### config.mk
export PLATFORM = sky130hd
export DESIGN_NAME = screen_write_engine
export DESIGN_NICKNAME = d
export VERILOG_FILES = /design/src/rtl/fga_pkg.sv /design/src/rtl/fga_sync_fifo.sv /design/src/rtl/screen_write_engine.sv
export SDC_FILE = /design/constraint.sdc
export NUM_CORES = 1
export LEC_CHECK = 0
export CAP_MARGIN = 40
export CORE_ASPECT_RATIO = 2
export CORE_MARGIN = 5
export CORE_UTILIZATION = 65
export DETAILED_ROUTE_END_ITERATION = 10
export GPL_TIMING_DRIVEN = 0
export MAX_ROUTING_LAYER = met4
export PLACE_DENSITY = 0.84
export SLEW_MARGIN = 30
export SYNTH_ARGS = -nofsm -noshare
export SYNTH_HDL_FRONTEND = slang
export SYNTH_SLANG_ARGS = --single-unit
### constraint.sdc
create_clock -name clk -period 7.5 [get_ports clk]
set_input_delay 0.75 -clock clk [delete_from_list [all_inputs] [get_ports clk]]
set_output_delay 0.75 -clock clk [all_outputs]
set_load 0.02 [all_outputs]
### src/rtl/fga_pkg.sv
// Shared register map, control bit positions and state/mode encodings for the screen write path.
// No logic; constants and types only.
// Imported by screen_write_engine and its testbench.
package fga_pkg;

    localparam logic [3:0] REG_MODE     = 4'd0;
    localparam logic [3:0] REG_DATA     = 4'd1;
    localparam logic [3:0] REG_STEP     = 4'd2;
    localparam logic [3:0] REG_ADDR_LO  = 4'd3;
    localparam logic [3:0] REG_ADDR_HI  = 4'd4;
    localparam logic [3:0] REG_FILL_VAL = 4'd5;
    localparam logic [3:0] REG_COUNT_LO = 4'd6;
    localparam logic [3:0] REG_COUNT_HI = 4'd7;
    localparam logic [3:0] REG_CTRL     = 4'd8;

    localparam int CTRL_START_BIT  = 0;
    localparam int CTRL_CLRERR_BIT = 7;

    typedef enum logic [1:0] {
        ST_IDLE  = 2'd0,
        ST_FLUSH = 2'd1,
        ST_FILL  = 2'd2
    } state_t;

    typedef enum logic [1:0] {
        MODE_MONO_TEXT   = 2'd0,
        MODE_COLOUR_TEXT = 2'd1,
        MODE_MONO_BMP    = 2'd2,
        MODE_HI_BMP      = 2'd3
    } mode_t;

endpackage

### src/rtl/fga_sync_fifo.sv
// Single-clock FIFO of 2**AW words; head word is read straight from the storage flops.
// Latency: a word pushed at edge k is visible on rd_dat and poppable at edge k+1.
// Backpressure: push ignored when full, pop ignored when empty; caller owns any drop policy.
module fga_sync_fifo #(
    parameter int WIDTH = 24,
    parameter int AW    = 3
) (
    input  logic             clk,
    input  logic             rst_n,
    input  logic             wr_vld,
    input  logic [WIDTH-1:0] wr_dat,
    input  logic             rd_rdy,
    output logic [WIDTH-1:0] rd_dat,
    output logic             full,
    output logic             empty
);

    localparam int DEPTH = 1 << AW;

    logic [WIDTH-1:0] mem [DEPTH];
    logic [AW-1:0]    wr_ptr;
    logic [AW-1:0]    rd_ptr;
    logic [AW:0]      count;
    logic             do_wr;
    logic             do_rd;

    assign full   = (count == (AW+1)'(DEPTH));
    assign empty  = (count == '0);
    assign do_wr  = wr_vld && !full;
    assign do_rd  = rd_rdy && !empty;
    assign rd_dat = mem[rd_ptr];

    always_ff @(posedge clk) begin
        if (do_wr) begin
            mem[wr_ptr] <= wr_dat;
        end
    end

    always_ff @(posedge clk or negedge rst_n) begin
        if (!rst_n) begin
            wr_ptr <= '0;
            rd_ptr <= '0;
            count  <= '0;
        end else begin
            if (do_wr) wr_ptr <= wr_ptr + 1'b1;
            if (do_rd) rd_ptr <= rd_ptr + 1'b1;
            case ({do_wr, do_rd})
                2'b10:   count <= count + 1'b1;
                2'b01:   count <= count - 1'b1;
                default: count <= count;
            endcase
        end
    end

endmodule

### src/rtl/screen_write_engine.sv
// Host register front end driving the screen RAM write port: cursor-addressed DATA queue plus hardware fill.
// Latency: DATA strobe sampled at edge n reaches ram_* at edge n+1 when idle; fill writes one cell per cycle.
// Backpressure: none towards the host; pushes into a full queue or config writes while busy are dropped and flag err.
module screen_write_engine
    import fga_pkg::*;
#(
    parameter int ADDR_W  = 16,
    parameter int FIFO_AW = 3
) (
    input  logic              clk,
    input  logic              rst_n,
    input  logic              reg_we,
    input  logic [3:0]        reg_sel,
    input  logic [7:0]        reg_wdata,
    output logic [1:0]        mode,
    output logic              busy,
    output logic              fifo_full,
    output logic              err,
    output logic              ram_we,
    output logic [ADDR_W-1:0] ram_addr,
    output logic [7:0]        ram_data
);

    state_t            state_q, state_nxt;
    mode_t             mode_q;
    logic [7:0]        step_q, fill_val_q;
    logic [15:0]       count_q, rem_q, rem_nxt;
    logic [ADDR_W-1:0] cursor_q, cursor_nxt, cur_mid, step_ext;
    logic [15:0]       cur16;
    logic              err_q, err_nxt;
    logic              ram_we_q;
    logic [ADDR_W-1:0] ram_addr_q;
    logic [7:0]        ram_data_q;

    logic              push_req, push_ok, push_drop;
    logic              cfg_wr, cfg_ok, cfg_drop, ctrl_wr;
    logic              pop, fill_w;
    logic              fifo_full_w, fifo_empty;
    logic [ADDR_W+7:0] fifo_wr_dat, fifo_rd_dat;

    assign busy      = (state_q != ST_IDLE);
    assign fifo_full = fifo_full_w;
    assign err       = err_q;
    assign mode      = mode_q;
    assign ram_we    = ram_we_q;
    assign ram_addr  = ram_addr_q;
    assign ram_data  = ram_data_q;

    assign step_ext  = ADDR_W'(step_q);
    assign cur16     = 16'(cursor_q);
    assign push_req  = reg_we && (reg_sel == REG_DATA);
    assign push_ok   = push_req && !fifo_full_w;
    assign push_drop = push_req && fifo_full_w;
    assign cfg_wr    = reg_we && (reg_sel >= REG_STEP) && (reg_sel <= REG_COUNT_HI);
    assign cfg_ok    = cfg_wr && !busy;
    assign cfg_drop  = cfg_wr && busy;
    assign ctrl_wr   = reg_we && (reg_sel == REG_CTRL);

    // FLUSH issues the first fill write in the cycle it finds the queue empty,
    // so a fill of COUNT cells keeps busy high for exactly COUNT cycles after start.
    always_comb begin
        state_nxt = state_q;
        rem_nxt   = rem_q;
        pop       = 1'b0;
        fill_w    = 1'b0;
        case (state_q)
            ST_IDLE: begin
                pop = !fifo_empty;
                if (ctrl_wr && reg_wdata[CTRL_START_BIT] && (count_q != 16'd0)) begin
                    state_nxt = ST_FLUSH;
                    rem_nxt   = count_q;
                end
            end
            ST_FLUSH: begin
                if (!fifo_empty) begin
                    pop = 1'b1;
                end else begin
                    fill_w    = 1'b1;
                    rem_nxt   = rem_q - 16'd1;
                    state_nxt = (rem_q == 16'd1) ? ST_IDLE : ST_FILL;
                end
            end
            ST_FILL: begin
                fill_w  = 1'b1;
                rem_nxt = rem_q - 16'd1;
                if (rem_q == 16'd1) state_nxt = ST_IDLE;
            end
            default: state_nxt = ST_IDLE;
        endcase
    end

    // A push coinciding with a fill write takes the cursor after the fill step, so they never share a cell.
    always_comb begin
        cur_mid     = fill_w ? (cursor_q + step_ext) : cursor_q;
        fifo_wr_dat = {cur_mid, reg_wdata};
        cursor_nxt  = cur_mid;
        if (push_ok) cursor_nxt = cur_mid + step_ext;
        if (cfg_ok && (reg_sel == REG_ADDR_LO)) cursor_nxt = ADDR_W'({cur16[15:8], reg_wdata});
        if (cfg_ok && (reg_sel == REG_ADDR_HI)) cursor_nxt = ADDR_W'({reg_wdata, cur16[7:0]});
    end

    always_comb begin
        err_nxt = err_q;
        if (ctrl_wr && reg_wdata[CTRL_CLRERR_BIT]) err_nxt = 1'b0;
        if (push_drop || cfg_drop) err_nxt = 1'b1;
    end

    always_ff @(posedge clk or negedge rst_n) begin
        if (!rst_n) begin
            state_q    <= ST_IDLE;
            mode_q     <= MODE_MONO_TEXT;
            step_q     <= 8'd1;
            fill_val_q <= 8'd0;
            count_q    <= 16'd0;
            rem_q      <= 16'd0;
            cursor_q   <= '0;
            err_q      <= 1'b0;
            ram_we_q   <= 1'b0;
            ram_addr_q <= '0;
            ram_data_q <= 8'd0;
        end else begin
            state_q  <= state_nxt;
            rem_q    <= rem_nxt;
            cursor_q <= cursor_nxt;
            err_q    <= err_nxt;
            if (reg_we && (reg_sel == REG_MODE)) mode_q <= mode_t'(reg_wdata[1:0]);
            if (cfg_ok && (reg_sel == REG_STEP)) step_q <= reg_wdata;
            if (cfg_ok && (reg_sel == REG_FILL_VAL)) fill_val_q <= reg_wdata;
            if (cfg_ok && (reg_sel == REG_COUNT_LO)) count_q[7:0] <= reg_wdata;
            if (cfg_ok && (reg_sel == REG_COUNT_HI)) count_q[15:8] <= reg_wdata;
            if (pop) begin
                ram_we_q                 <= 1'b1;
                {ram_addr_q, ram_data_q} <= fifo_rd_dat;
            end else if (fill_w) begin
                ram_we_q   <= 1'b1;
                ram_addr_q <= cursor_q;
                ram_data_q <= fill_val_q;
            end else begin
                ram_we_q <= 1'b0;
            end
        end
    end

    fga_sync_fifo #(
        .WIDTH (ADDR_W + 8),
        .AW    (FIFO_AW)
    ) u_fifo (
        .clk    (clk),
        .rst_n  (rst_n),
        .wr_vld (push_ok),
        .wr_dat (fifo_wr_dat),
        .rd_rdy (pop),
        .rd_dat (fifo_rd_dat),
        .full   (fifo_full_w),
        .empty  (fifo_empty)
    );

endmodule
# Yosys cells after proc, flatten, opt, wreduce, memory -nomap -nowiden
# Memory sizes are Yosys's and may differ from the RTL's.
# Cells that the tools add are included.
[totals] register_bits=104 ram_bits=192 out_inout_bits=30 word_cells=106 n_memories=1
[mem_list] name="u_fifo.mem" words=8 word_bits=24 rd=1 rd_clocked_by_memory_dff=0 write_ports=1 line="fga_sync_fifo.sv:20" rtl="logic [WIDTH-1:0] mem [DEPTH];"
[op_classes] addsub=7 n_lt_le_gt_ge=2 eq_ne=18 muxes=27 n_reduce_logical=35
[op_table] op="$mux 16" n=8
[op_table] op="$pmux 16 s3" n=1
[op_table] op="$add 16x8->16" n=2
[op_table] op="$logic_and 1x1->1" n=20
[op_table] op="$eq 16x1->1 const B" n=1
[op_table] op="$eq 4x3->1 const B" n=4
[op_table] op="$mux 8" n=2
[op_table] op="$reduce_bool 16->1" n=1
[op_table] op="$sub 16x1->16 const B" n=1
[op_table] op="$eq 4x2->1 const B" n=2
[op_table] op="$eq 4x4->1 const B" n=2
[op_table] op="$logic_not 4->1" n=2
[op_table] op="$mux 1" n=8
[op_table] op="$mux 2" n=4
[op_table] op="$pmux 4 s2" n=1
[op_table] op="$reduce_bool 2->1" n=4
[op_table] op="$add 3x1->3 const B" n=2
[op_table] op="$ne 2x2->1 const B" n=3
[op_table] op="$pmux 2 s3" n=1
[op_table] op="$reduce_and 3->1" n=2
[op_table] op="$add 4x1->4 const B" n=1
[op_table] op="$eq 2x1->1 const B" n=2
[op_table] op="$eq 2x2->1 const B" n=2
[op_table] op="$eq 4x1->1 const B" n=1
[op_table] op="other kinds (9)" n=12

# Longest topological paths before layout
# Gate-level depths: netlist (run 1).
[depth] ltp_word=8 mapped_depth=19 ltp_nobuf=17

# Hierarchy
# From an unflattened synthesis (run 1), not the netlist that was laid out.
[hier_totals] cells_unflattened=962 area_unflattened_um2=13455.4
[by_module_without_submodules] module="fga_sync_fifo" instances=1 cells_per_inst=345 area_per_inst_um2=7901.3 seq_area_each_um2=6015.8
[by_module_without_submodules] module="screen_write_engine" instances=1 cells_per_inst=617 area_per_inst_um2=5554.1 seq_area_each_um2=2353.5

# Worst setup path after synthesis (run 1)
# Ideal clock, no wire load.
[synth_timing] path_kind="in2reg" startpoint="in reg_sel[2]" endpoint="mem u_fifo.mem[0][0], enable pin" arrival_time_ns=4.152 setup_slack_ns=2.882 stages=8 path_buffers=4 path_cell_list="clkbuf_1 > nor4b_1 > and3_1 > buf_2 > inv_2 > buf_2 > buf_2 > nor4_1"
[synth_between] elab_chain_cells=6
[synth_rtl] item="from (decl)" line="screen_write_engine.sv:13" rtl="input logic [3:0] reg_sel,"
[synth_rtl] item="$eq 4x1->1" line="screen_write_engine.sv:51" rtl="assign push_req = reg_we && (reg_sel == REG_DATA);"
[synth_rtl] item="$logic_and 1x1->1" line="screen_write_engine.sv:51"
[synth_rtl] item="$logic_and 1x1->1" line="screen_write_engine.sv:52" rtl="assign push_ok = push_req && !fifo_full_w;"
[synth_rtl] item="$logic_and 1x1->1" line="fga_sync_fifo.sv:29" rtl="assign do_wr = wr_vld && !full;"
[synth_rtl] item="$mux 1" line="fga_sync_fifo.sv:34" rtl="if (do_wr) begin"
[synth_rtl] item="$mux 1 (not written as such)" line="fga_sync_fifo.sv:35" rtl="mem[wr_ptr] <= wr_dat;"
[synth_rtl] item="to (decl)" line="fga_sync_fifo.sv:20"
# Every way passes these cells.

# Final worst setup path (run 1)
[layout_timing] startpoint="reg state_q[0]" endpoint="reg cursor_q[14], in the netlist cur16[14]"
[layout_between] elab_chain_cells=7 word_cells_on_any_way=14 cone_classes="add/sub (1); eq/ne (3); mux (5); reduce/logical (5)"
[layout_rtl] item="from (decl)" line="screen_write_engine.sv:24" rtl="state_t state_q, state_nxt;"
[layout_rtl] item="from (signal assigned)" line="screen_write_engine.sv:122" rtl="state_q <= state_nxt;"
[layout_rtl] item="$eq 2x2->1 or $eq 2x1->1 (tied branches)" line="screen_write_engine.sv:66" rtl="case (state_q)"
[layout_rtl] item="$pmux 1 s2 *" line="screen_write_engine.sv:66"
[layout_rtl] item="$mux 16 *" line="screen_write_engine.sv:94" rtl="cur_mid = fill_w ? (cursor_q + step_ext) : cursor_q;"
[layout_rtl] item="via cur_mid[0]" line="screen_write_engine.sv:28" rtl="logic [ADDR_W-1:0] cursor_q, cursor_nxt, cur_mid, step_ext;"
[layout_rtl] item="$add 16x8->16 *" line="screen_write_engine.sv:97" rtl="if (push_ok) cursor_nxt = cur_mid + step_ext;"
[layout_rtl] item="$mux 16 *" line="screen_write_engine.sv:97"
[layout_rtl] item="$mux 16 *" line="screen_write_engine.sv:98" rtl="if (cfg_ok && (reg_sel == REG_ADDR_LO)) cursor_nxt = ADDR_W'({cur16[15:8], reg_wdata});"
[layout_rtl] item="$mux 16 *" line="screen_write_engine.sv:99" rtl="if (cfg_ok && (reg_sel == REG_ADDR_HI)) cursor_nxt = ADDR_W'({reg_wdata, cur16[7:0]});"
[layout_rtl] item="to (signal assigned)" line="screen_write_engine.sv:124" rtl="cursor_q <= cursor_nxt;"
[layout_rtl] item="to (decl)" line="screen_write_engine.sv:28"
# Mark *: on every way through the listed nets, which the timed path passes. The rest lies on a longest branch. The select of a mux whose other input is x is not followed.
# A chain may end at the register's enable or synchronous reset.

==> results.py, run 1 <==
metrics = {
    "synthesis": {
        "synth-async-reset-ratio_pct": 35.1,
        "netlist_area_sq_um": 13400,
        "synth_seq_cells": 296,
        "synth-compound-area-share_pct": 9.64,
        "synth_area_per_cell_sq_um": 14.1,
        "yosysUniqueCellTypes": 74,
        "synth-xor-area-share_pct": 2.10,
        "synth_edf_count": 192,
        "syn-num-nets": 993,
        "synth_most_common_cell": "edfxtp_1",
        "syn_inst": 945,
        "synth_fa_ha_area_share_pct": 3.26,
        "ys.flop_type": "edfxtp_1",
        "synth-simple-area-share_pct": 8.75,
        "synth_top_cell_area_share_pct": 43.1,
        "synth_top_area_cell": "edfxtp_1",
        "yosysSeqAreaShare_pct": 62.6,
        "synth.area.mux_share_pct": 11.3,
        "synthTopCellsByArea": "edfxtp_1 (43%), dfrtp_1 (19%), mux4_2 (8.1%)",
        "ys_top_cells_by_count": "edfxtp_1 (192), dfrtp_1 (103), nand2_1 (99)",
        "yosys_warnings": 0,
        "synth_top_family_by_area": "multiplexers",
    },
    "placed_design": {
        "dpl.hpwl_mm": 23.9,
        "io_buffer_count": 42,
        "place_ws_ns": 2.24,
        "place_congestion": 1.01,
        "place_inst": 1284,
    },
    "clock_network": {
        "cts.htree.levels": 1,
        "cts_tree": "built",
        "clock_latency_ns": 0.54,
        "cts.repair.resized": 0,
        "holdBufCountCts": 0,
        "cts-buffers-inserted": 25,
        "cts_root_buf": "clkbuf_16",
        "clk_pin_slew_ns": 0.07,
        "max-clock-path-buffers": 3,
        "clock_sinks": 296,
        "postCtsSetupBuffers": 0,
    },
    "min_path": {
        "min_path_type": "in -> async",
    },
    "global_routing": {
        "grt_max_degree": 62,
        "gr-usage-all-layers_pct": 30.0,
        "overflow": 0,
        "grt_antenna_before_repair": 0,
        "grt_pass1_vias": 9181,
        "grt_pass1_wl_mm": 52.0,
    },
    "worst_setup_path": {
        "worstPathRequired_ns": 7.92,
        "crit_path_max_fanout": 10,
        "crit_type": "reg -> reg",
        "crit_slowest_cell": "clkbuf_1",
        "path_cells": "inv_1 -> ha_1 -> clkbuf_1 -> nand2_1 -> clkbuf_1 -> clkbuf_1 -> nand2_1 -> nand2_1 -> ha_1 -> inv_1 -> fa_1 -> nor2b_1 -> o21ai_0 -> a21boi_0 -> o2111ai_1 -> a211oi_1 -> nand4b_1 -> xnor2_1 -> o21ai_1",
        "worst_setup_path_start_kind": "flop",
        "crit_arrival_ns": 5.82,
        "endpoint_kind": "flop",
        "crit_path_max_incr_delay_ns": 0.58,
    },
    "layout": {
        "synthToLayoutAreaGrowth_pct": 14.6,
        "final_nets": 1095,
        "diodes": 0,
        "final_cells": 1332,
        "utilization_pct": 75.2,
        "n_fill_cell": 1270,
        "drive_gt1_share_pct": 18.7,
        "seqCellArea_sq_um": 8370,
        "multi_input_area_sq_um": 4750,
    },
    "routing": {
        "vias": 8688,
        "routed.top_layer": "met4",
        "route.met3.wl_mm": 1.84,
        "ant_nets": 0,
        "first_pass_iters": 7,
        "viasPerCell": 6.52,
        "post_drt_wl_per_cell_um": 25.2,
        "post-route-drc-count": 0,
        "wl_met1_mm": 11.1,
        "drt_iter0_markers": 704,
        "routed_wl_mm": 33.6,
        "wl_met2_mm": 18.4,
    },
    "timing": {
        "min_period_ns": 5.41,
        "tightest_slew_ns": 0.892,
        "fin_skew_ns": 0.00915,
        "timing.fmax_mhz": 185,
        "fin_ws_ns": 2.09,
        "drv_slew": 0,
        "fin_crit_sh_pct": 72.1,
        "hold_viol_final": 0,
        "slew-limit-headroom_pct": 40.5,
        "rsz0062_at_grt": "false",
        "finalSetupViolations": 0,
        "whs_ns": 0.206,
    },
    "power": {
        "p_per_area_nw_per_um2": 412,
        "irDropWorstVdd_mv": 0.301,
        "p_leak_nw": 5.62,
    },
    "floorplanning": {
        "top_level_ports": 45,
        "die_w_um": 111,
        "die-height_um": 213,
        "die_area_sq_um": 23700,
        "core_sq_um": 20400,
        "initial_utilization_pct": 65.6,
        "fp-row-count": 74,
    },
    "run": {
        "maxCapViolations": 0,
    },
    "status": {
        "status": "complete, no violations",
    },
}
[path summary, 6_finish.rpt]
check / startpoint / to / slack [ns] / cells after the start
max: state_q[0] / cur16[14] / 2.09 / 19
min in group clk: mode[1] / mode[1] / 0.51 / 1
max reg2reg: state_q[0] / cur16[14] / 2.09 / 19
min: rst_n / rem_q[12] / 0.21 / 1
min reg2reg: mode[1] / mode[1] / 0.51 / 1
max in group asynchronous: rst_n / step_q[0] / 6.60 / 2
[layout make-up]
cell class,count,area share (%)
Tap cell,266,2.17
Timing Repair Buffer,75,4.88
Clock buffer,27,4.20
Inverter,26,0.637
Sequential cell,296,54.6
Multi-Input combinational cell,576,31.0
Clock inverter,19,1.04
Buffer,47,1.41
[per-layer routing]
metal  track usage (%)  up-vias
li1                  -     3816
met1              33.1     4339
met2              53.2      394
met3              3.15      139
met4              16.6        0
met5                 -        -
[state kept, by name (all words and copies together) (netlist names)]
name           cells
u_fifo.mem       192
count_q           16
cur16             16
ram_addr          16
rem_q             16
fill_val_q         8
ram_data           8
step_q             8
u_fifo.count       4
u_fifo.rd_ptr      3
u_fifo.wr_ptr      3
mode               2
state_q            2
err                1
ram_we             1
[cells in the final DEF (no fill, tap or decap), types with 7 or more instances in the layout]
cell / n
nor2b_1: 28
xor2_1: 12
buf_6: 8
xnor2_1: 15
o21ai_0: 33
dfrtp_1: 103
nand3_1: 17
nor4_1: 9
a21oi_1: 26
clkdlybuf4s50_1: 41
nand4_1: 8
nor2_1: 25
a22oi_1: 18
ha_1: 30
edfxtp_1: 192
a211oi_1: 26
buf_2: 16
inv_1: 25
mux2_2: 33
nand2_1: 99
a31oi_1: 28
mux4_2: 48
clkbuf_1: 30
nor3_1: 9
o21ai_1: 13
o22ai_1: 12
clkbuf_16: 25
clkinv_1: 7
buf_4: 15
nor3_2: 7
[through the flow]
stage                     cell area [sq um]  TNS (ns)  power, mW
final                                 15300         0       6.31
after global routing                  15300         0       6.66
after CTS                             15300         0       6.30
after detailed placement              14500         0       5.01
after global placement                14100    -10.54       4.89
after floorplan                       13400         0       4.13
[worst max-delay path: cells and delay by family, from the launching register on]
kind            cells  cell delay (ns)
compound gates      5             1.28
xor+xnor            1             0.22
fa+ha+maj           3             1.01
buf+inv             5             1.34
flops               1             0.40
simple gates        5             1.02
[power by group]
group,total (mW),internal (mW),switching (mW)
Combinational,2.62,1.09,1.53
Sequential,2.41,2.13,0.278
Clock,1.28,0.694,0.585
Total,6.31,3.92,2.39
[logic make-up (layout without fill, tap and decap cells)]
kind of cell    after synthesis  after routing
flops                       296            296
simple gates                235            235
compound gates              192            192
mux                          87             87
buf+inv                      73            194
fa+ha+maj                    33             33
xor+xnor                     29             29
Note: power is estimated with default switching activity, not from simulation.
==> run 2: changes to the inputs <==
Settings changed: CORE_UTILIZATION 65 to 61, PLACE_DENSITY 0.84 to 0.79.
Clock period 7.5 ns to 5.4 ns, I/O delays scaled along.
==> run 2 against run 1 <==
Global-route usage shrank 0.66 points. Via count hardly changed. Clock power is 56% higher. Sequential share of layout area is 0.59 points lower. First-iteration DRC count down 14%. Cell count grew 0.90%. Register-to-register slack worse by 1.7 ns. Core utilization fell by 3.5 points. Sequential cell count is the same. Sequential power up 39%. Critical path depth stayed put. Clock-buffer cell count did not move. Critical path type unchanged. Largest power group unchanged.
==> results.py, run 2 (synthesis gave the netlist of run 1 again) <==
metrics = {
    "status": {
        "status": "complete, no violations",
    },
    "min_path": {
        "min_path_type": "in -> async",
    },
    "routing": {
        "drt_iter0_markers": 605,
        "vias": 8691,
        "post_drt_wl_per_cell_um": 25.6,
        "post-route-drc-count": 0,
        "first_pass_iters": 5,
        "viasPerCell": 6.47,
        "routed_wl_mm": 34.4,
        "ant_nets": 0,
    },
    "power": {
        "p_leak_nw": 5.73,
        "irDropWorstVdd_mv": 0.560,
        "p_per_area_nw_per_um2": 582,
    },
    "timing": {
        "tightest_slew_ns": 0.856,
        "timing.fmax_mhz": 198,
        "fin_skew_ns": 0.00893,
        "drv_slew": 0,
        "hold_viol_final": 0,
        "fin_crit_sh_pct": 93.4,
        "fin_ws_ns": 0.357,
        "slew-limit-headroom_pct": 42.9,
        "whs_ns": 0.511,
        "finalSetupViolations": 0,
        "rsz0062_at_grt": "false",
        "setup_tns_ns": 0,
        "min_period_ns": 5.04,
    },
    "clock_network": {
        "clock_latency_ns": 0.53,
        "clk_pin_slew_ns": 0.07,
        "postCtsSetupBuffers": 0,
        "cts.htree.levels": 1,
        "cts_tree": "built",
        "cts_root_buf": "clkbuf_16",
        "clock_sinks": 296,
        "max-clock-path-buffers": 3,
        "cts-buffers-inserted": 25,
    },
    "worst_setup_path": {
        "worst_setup_path_start_kind": "flop",
        "r2r-end": "cur16[14]",
        "worstPathRequired_ns": 5.81,
        "ff2ff_path_depth": 19,
        "crit_path_max_incr_delay_ns": 0.39,
        "crit_type": "reg -> reg",
        "path_cells": "inv_1 -> ha_1 -> clkbuf_1 -> nand2_1 -> clkbuf_1 -> clkbuf_2 -> nand2_1 -> nand2_1 -> ha_1 -> inv_1 -> fa_1 -> nor2b_1 -> o21ai_0 -> a21boi_0 -> o2111ai_1 -> a211oi_2 -> nand4b_1 -> xnor2_1 -> o21ai_1",
        "crit_path_max_fanout": 10,
        "path_buf_inv": 5,
        "crit_cells": 19,
        "endpoint_kind": "flop",
        "crit_arrival_ns": 5.45,
        "r2r_slack_ns": 0.36,
        "crit_slowest_cell": "dfrtp_1",
        "rr_startpoint": "state_q[0]",
        "critPathMostFrequentCell": "nand2_1",
        "cp_top_family": "compound AO/OA/AOI/OAI gates",
    },
    "layout": {
        "synthToLayoutAreaGrowth_pct": 15.8,
        "final_common_cell": "edfxtp_1",
        "diodes": 0,
        "n_fill_cell": 1416,
        "top_register": "u_fifo.mem",
        "final_cells": 1344,
        "mostFrequentLayoutCells": "edfxtp_1 (192), dfrtp_1 (103), nand2_1 (99)",
        "utilization_pct": 71.7,
        "largest_reg_flops": 192,
        "multi_input_area_sq_um": 4760,
        "final_nets": 1100,
        "drive_gt1_share_pct": 19.6,
        "seqCellArea_sq_um": 8370,
    },
    "floorplanning": {
        "fp-row-count": 76,
        "core_sq_um": 21600,
        "die-height_um": 219,
        "initial_utilization_pct": 61.9,
        "die_w_um": 115,
        "top_level_ports": 45,
        "die_area_sq_um": 25200,
    },
    "placed_design": {
        "place_congestion": 0.989,
        "io_buffer_count": 42,
        "dpl.hpwl_mm": 24.8,
        "place_ws_ns": 0.00779,
        "place_inst": 1292,
    },
    "global_routing": {
        "grt_antenna_before_repair": 0,
        "grt_pass1_wl_mm": 53.1,
        "gr-usage-all-layers_pct": 29.3,
        "grt_max_degree": 57,
        "overflow": 0,
        "grt_pass1_vias": 9362,
    },
    "run": {
        "maxCapViolations": 0,
    },
}
## run 2: cell count changes in the layout (fill, tap and decap cells not counted), sizes merged
cell	change
clkinvlp	-6
bufinv	+4
buf	+3
inv	+2
clkbuf	+1
dlygate4sd3	+1
## run 2: through the flow
stage	total power, mW	cell area (sq um)
2_1_floorplan	5.74	13400
3_3_place_gp	6.82	14100
3_5_place_dp	6.99	14500
5_1_grt	9.49	15500
6_report	9.02	15500
4_1_cts	9.00	15400
## run 2: power by group
| part | internal (mW) | switching, mW | total (mW) |
|---|---|---|---|
| Combinational | 1.52 | 2.15 | 3.67 |
| Clock | 1.17 | 0.829 | 2.00 |
| Sequential | 2.96 | 0.385 | 3.35 |
| Total | 5.65 | 3.36 | 9.02 |
## run 2: routing by layer
layer	share of wire [%]	global-route usage, %
met1	34	31.2
met2	54	51.5
met3	4.8	3.15
met4	7.4	18.0
met5	0	-
## run 2: how the worst max path moves through the flow
stage,from,end,slack [ns]
after floorplan,reg_sel[2],u_fifo.mem[0][0],0.99
after global placement,reg_sel[1],u_fifo.mem[0][7],-2.58
after detailed placement,state_q[0],cur16[14],0.008
after CTS,state_q[0],cur16[14],0.22
after global routing,state_q[0],cur16[14],0.05
final,state_q[0],cur16[14],0.36
## run 2: cell type report
class	count	share of cell area, %
Multi-Input combinational cell	576	30.7
Buffer	47	1.41
Inverter	26	0.630
Clock buffer	27	4.22
Tap cell	273	2.21
Clock inverter	19	1.68
Timing Repair Buffer	80	5.10
Sequential cell	296	54.0
## run 2: timing repair
| item | in CTS | in global routing |
|---|---|---|
| pin swaps | 0 | 0 |
| gates resized for setup | 1 | 1 |
| endpoints found under the setup margin | 1 | 2 |
| endpoints found under the hold margin | 47 | 0 |
| hold buffers | 1 | 0 |
==> run 3: changes to the inputs <==
Settings changed: GPL_ROUTABILITY_DRIVEN set to 0.
Clock period 5.4 ns to 5.5 ns, I/O delays scaled along.
==> run 3 against run 2 <==
Fmax is 2.2% lower. Power is 2.6% lower. Setup slack worse by 0.012 ns. Sequential power is 2% lower. First-iteration DRC count is 26% higher. Via count is 0.48% higher. Cell count is 0.22% higher. Worst hold slack worse by 0.023 ns. Sequential cell count stayed put. Sequential share of layout area hardly changed. Routed wire length is 3.4% lower. Critical path type unchanged. Critical endpoint unchanged. Largest power group unchanged.
==> results.py, run 3 (synthesis gave the netlist of run 1 again) <==
metrics = {
    "status": {
        "status": "complete, no violations",
    },
    "layout": {
        "final_nets": 1103,
        "mostFrequentLayoutCells": "edfxtp_1 (192), dfrtp_1 (103), nand2_1 (99)",
        "largest_reg_flops": 192,
        "synthToLayoutAreaGrowth_pct": 15.8,
        "diodes": 0,
        "utilization_pct": 71.7,
        "top_register": "u_fifo.mem",
        "final_common_cell": "edfxtp_1",
        "drive_gt1_share_pct": 19.0,
    },
    "clock_network": {
        "max-clock-path-buffers": 3,
        "cts.htree.levels": 1,
        "cts_root_buf": "clkbuf_16",
        "clock_latency_ns": 0.54,
        "clock_sinks": 296,
        "cts-buffers-inserted": 26,
        "cts_tree": "built",
        "clk_pin_slew_ns": 0.07,
    },
    "placed_design": {
        "io_buffer_count": 42,
        "dpl.hpwl_mm": 23.4,
    },
    "worst_setup_path": {
        "crit_path_max_fanout": 10,
        "crit_type": "reg -> reg",
        "crit_arrival_ns": 5.58,
        "worst_setup_path_start_kind": "flop",
        "endpoint_kind": "flop",
        "worstPathRequired_ns": 5.92,
        "ff2ff_path_depth": 20,
    },
    "global_routing": {
        "gr-usage-all-layers_pct": 28.3,
        "grt_pass1_wl_mm": 52.0,
        "grt_pass1_vias": 9315,
        "grt_max_degree": 68,
        "grt_antenna_before_repair": 0,
        "overflow": 0,
    },
    "timing": {
        "hold_viol_final": 0,
        "whs_ns": 0.489,
        "fin_skew_ns": 0.0122,
        "drv_slew": 0,
        "finalSetupViolations": 0,
        "fin_crit_sh_pct": 93.7,
        "tightest_slew_ns": 0.877,
        "slew-limit-headroom_pct": 41.5,
        "rsz0062_at_grt": "false",
        "timing.fmax_mhz": 194,
        "min_period_ns": 5.16,
    },
    "routing": {
        "post-route-drc-count": 0,
        "post_drt_wl_per_cell_um": 24.7,
        "viasPerCell": 6.48,
        "vias": 8733,
        "first_pass_iters": 6,
        "ant_nets": 0,
        "routed_wl_mm": 33.3,
        "drt_iter0_markers": 764,
    },
    "run": {
        "maxCapViolations": 0,
    },
    "min_path": {
        "min_path_type": "in -> async",
    },
    "power": {
        "irDropWorstVdd_mv": 0.410,
        "p_leak_nw": 5.71,
        "p_per_area_nw_per_um2": 568,
    },
    "floorplanning": {
        "die_w_um": 115,
        "die_area_sq_um": 25200,
        "initial_utilization_pct": 61.9,
        "core_sq_um": 21600,
        "fp-row-count": 76,
        "top_level_ports": 45,
        "die-height_um": 219,
    },
}
==> run 3: cell types whose count changed in the layout (fill, tap and decap cells not counted), sizes merged <==
cell / change
clkinv: -3
bufinv: -2
clkbuf: +8
inv: -3
buf: +3
==> run 3: timing repair <==
| action | 4_1_cts | 5_1_grt |
|---|---|---|
| pin swaps | 0 | 1 |
| endpoints found under the hold margin | 37 | 0 |
| setup endpoints to repair | 2 | 3 |
| hold buffers | 1 | 0 |
| gates resized for setup | 1 | 2 |
| setup buffers | 0 | 2 |
==> run 3: stage by stage <==
stage                     cells  setup TNS [ns]  cell area (sq um)  setup slack [ns]  power (mW)
after CTS                  1342               0              15400             0.126        8.77
after detailed placement   1294         -0.0598              14500           -0.0598        6.85
after global routing       1347               0              15500            0.0869        9.26
after global placement     1260         -129.20              14100             -2.19        6.65
after floorplan             945               0              13400              1.08        5.63
final                      1347               0              15500             0.344        8.78
==> run 3: worst max-delay path, stage by stage (launching register included) <==
cell and delay (ns):
dfrtp_1 0.42, inv_1 0.09, ha_1 0.40, clkbuf_1 0.30, nand2_1 0.20, clkbuf_1 0.34
buf_2 0.39, nand2_1 0.10, nand2_1 0.29, ha_1 0.24, inv_1 0.06, fa_1 0.39
nor2b_1 0.16, o21ai_0 0.13, a21boi_0 0.41, o2111ai_1 0.24, a211oi_2 0.27, buf_4 0.17
nand4b_1 0.15, xnor2_1 0.23, o21ai_1 0.07
==> run 3: power breakdown <==
group | leakage, nW | internal [mW] | switching (mW) | total, mW
Combinational | 2.29 | 1.50 | 2.09 | 3.60
Clock | 0.427 | 1.10 | 0.800 | 1.90
Sequential | 2.99 | 2.91 | 0.374 | 3.28
==> run 3: path summary, 6_finish.rpt <==
path | start | slack (ns) | end
min | rst_n | 0.49 | rem_q[7]
min in group clk | mode[1] | 0.51 | mode[1]
min reg2reg | mode[1] | 0.51 | mode[1]
max | state_q[0] | 0.34 | cur16[14]
max reg2reg | state_q[0] | 0.34 | cur16[14]
max in group asynchronous | rst_n | 4.30 | step_q[0]
==> run 3: final cells by class <==
class | instances | area, sq um
buffer | 47 | 216
clock buffer | 36 | 719
clock inverter | 11 | 159
fill | 1426 | 6110
inverter | 26 | 97.6
multi-input combinational | 576 | 4760
sequential | 296 | 8370
tap | 273 | 342
timing repair buffer | 82 | 808
==> run 3: per-layer routing <==
layer,share of wire (%),GRT usage (%),vias up
met4,5.4,14.9,0
met3,5.1,3.45,108
met5,0,-,-
met1,35,31.2,4439
met2,55,49.5,345
li1,-,-,3841
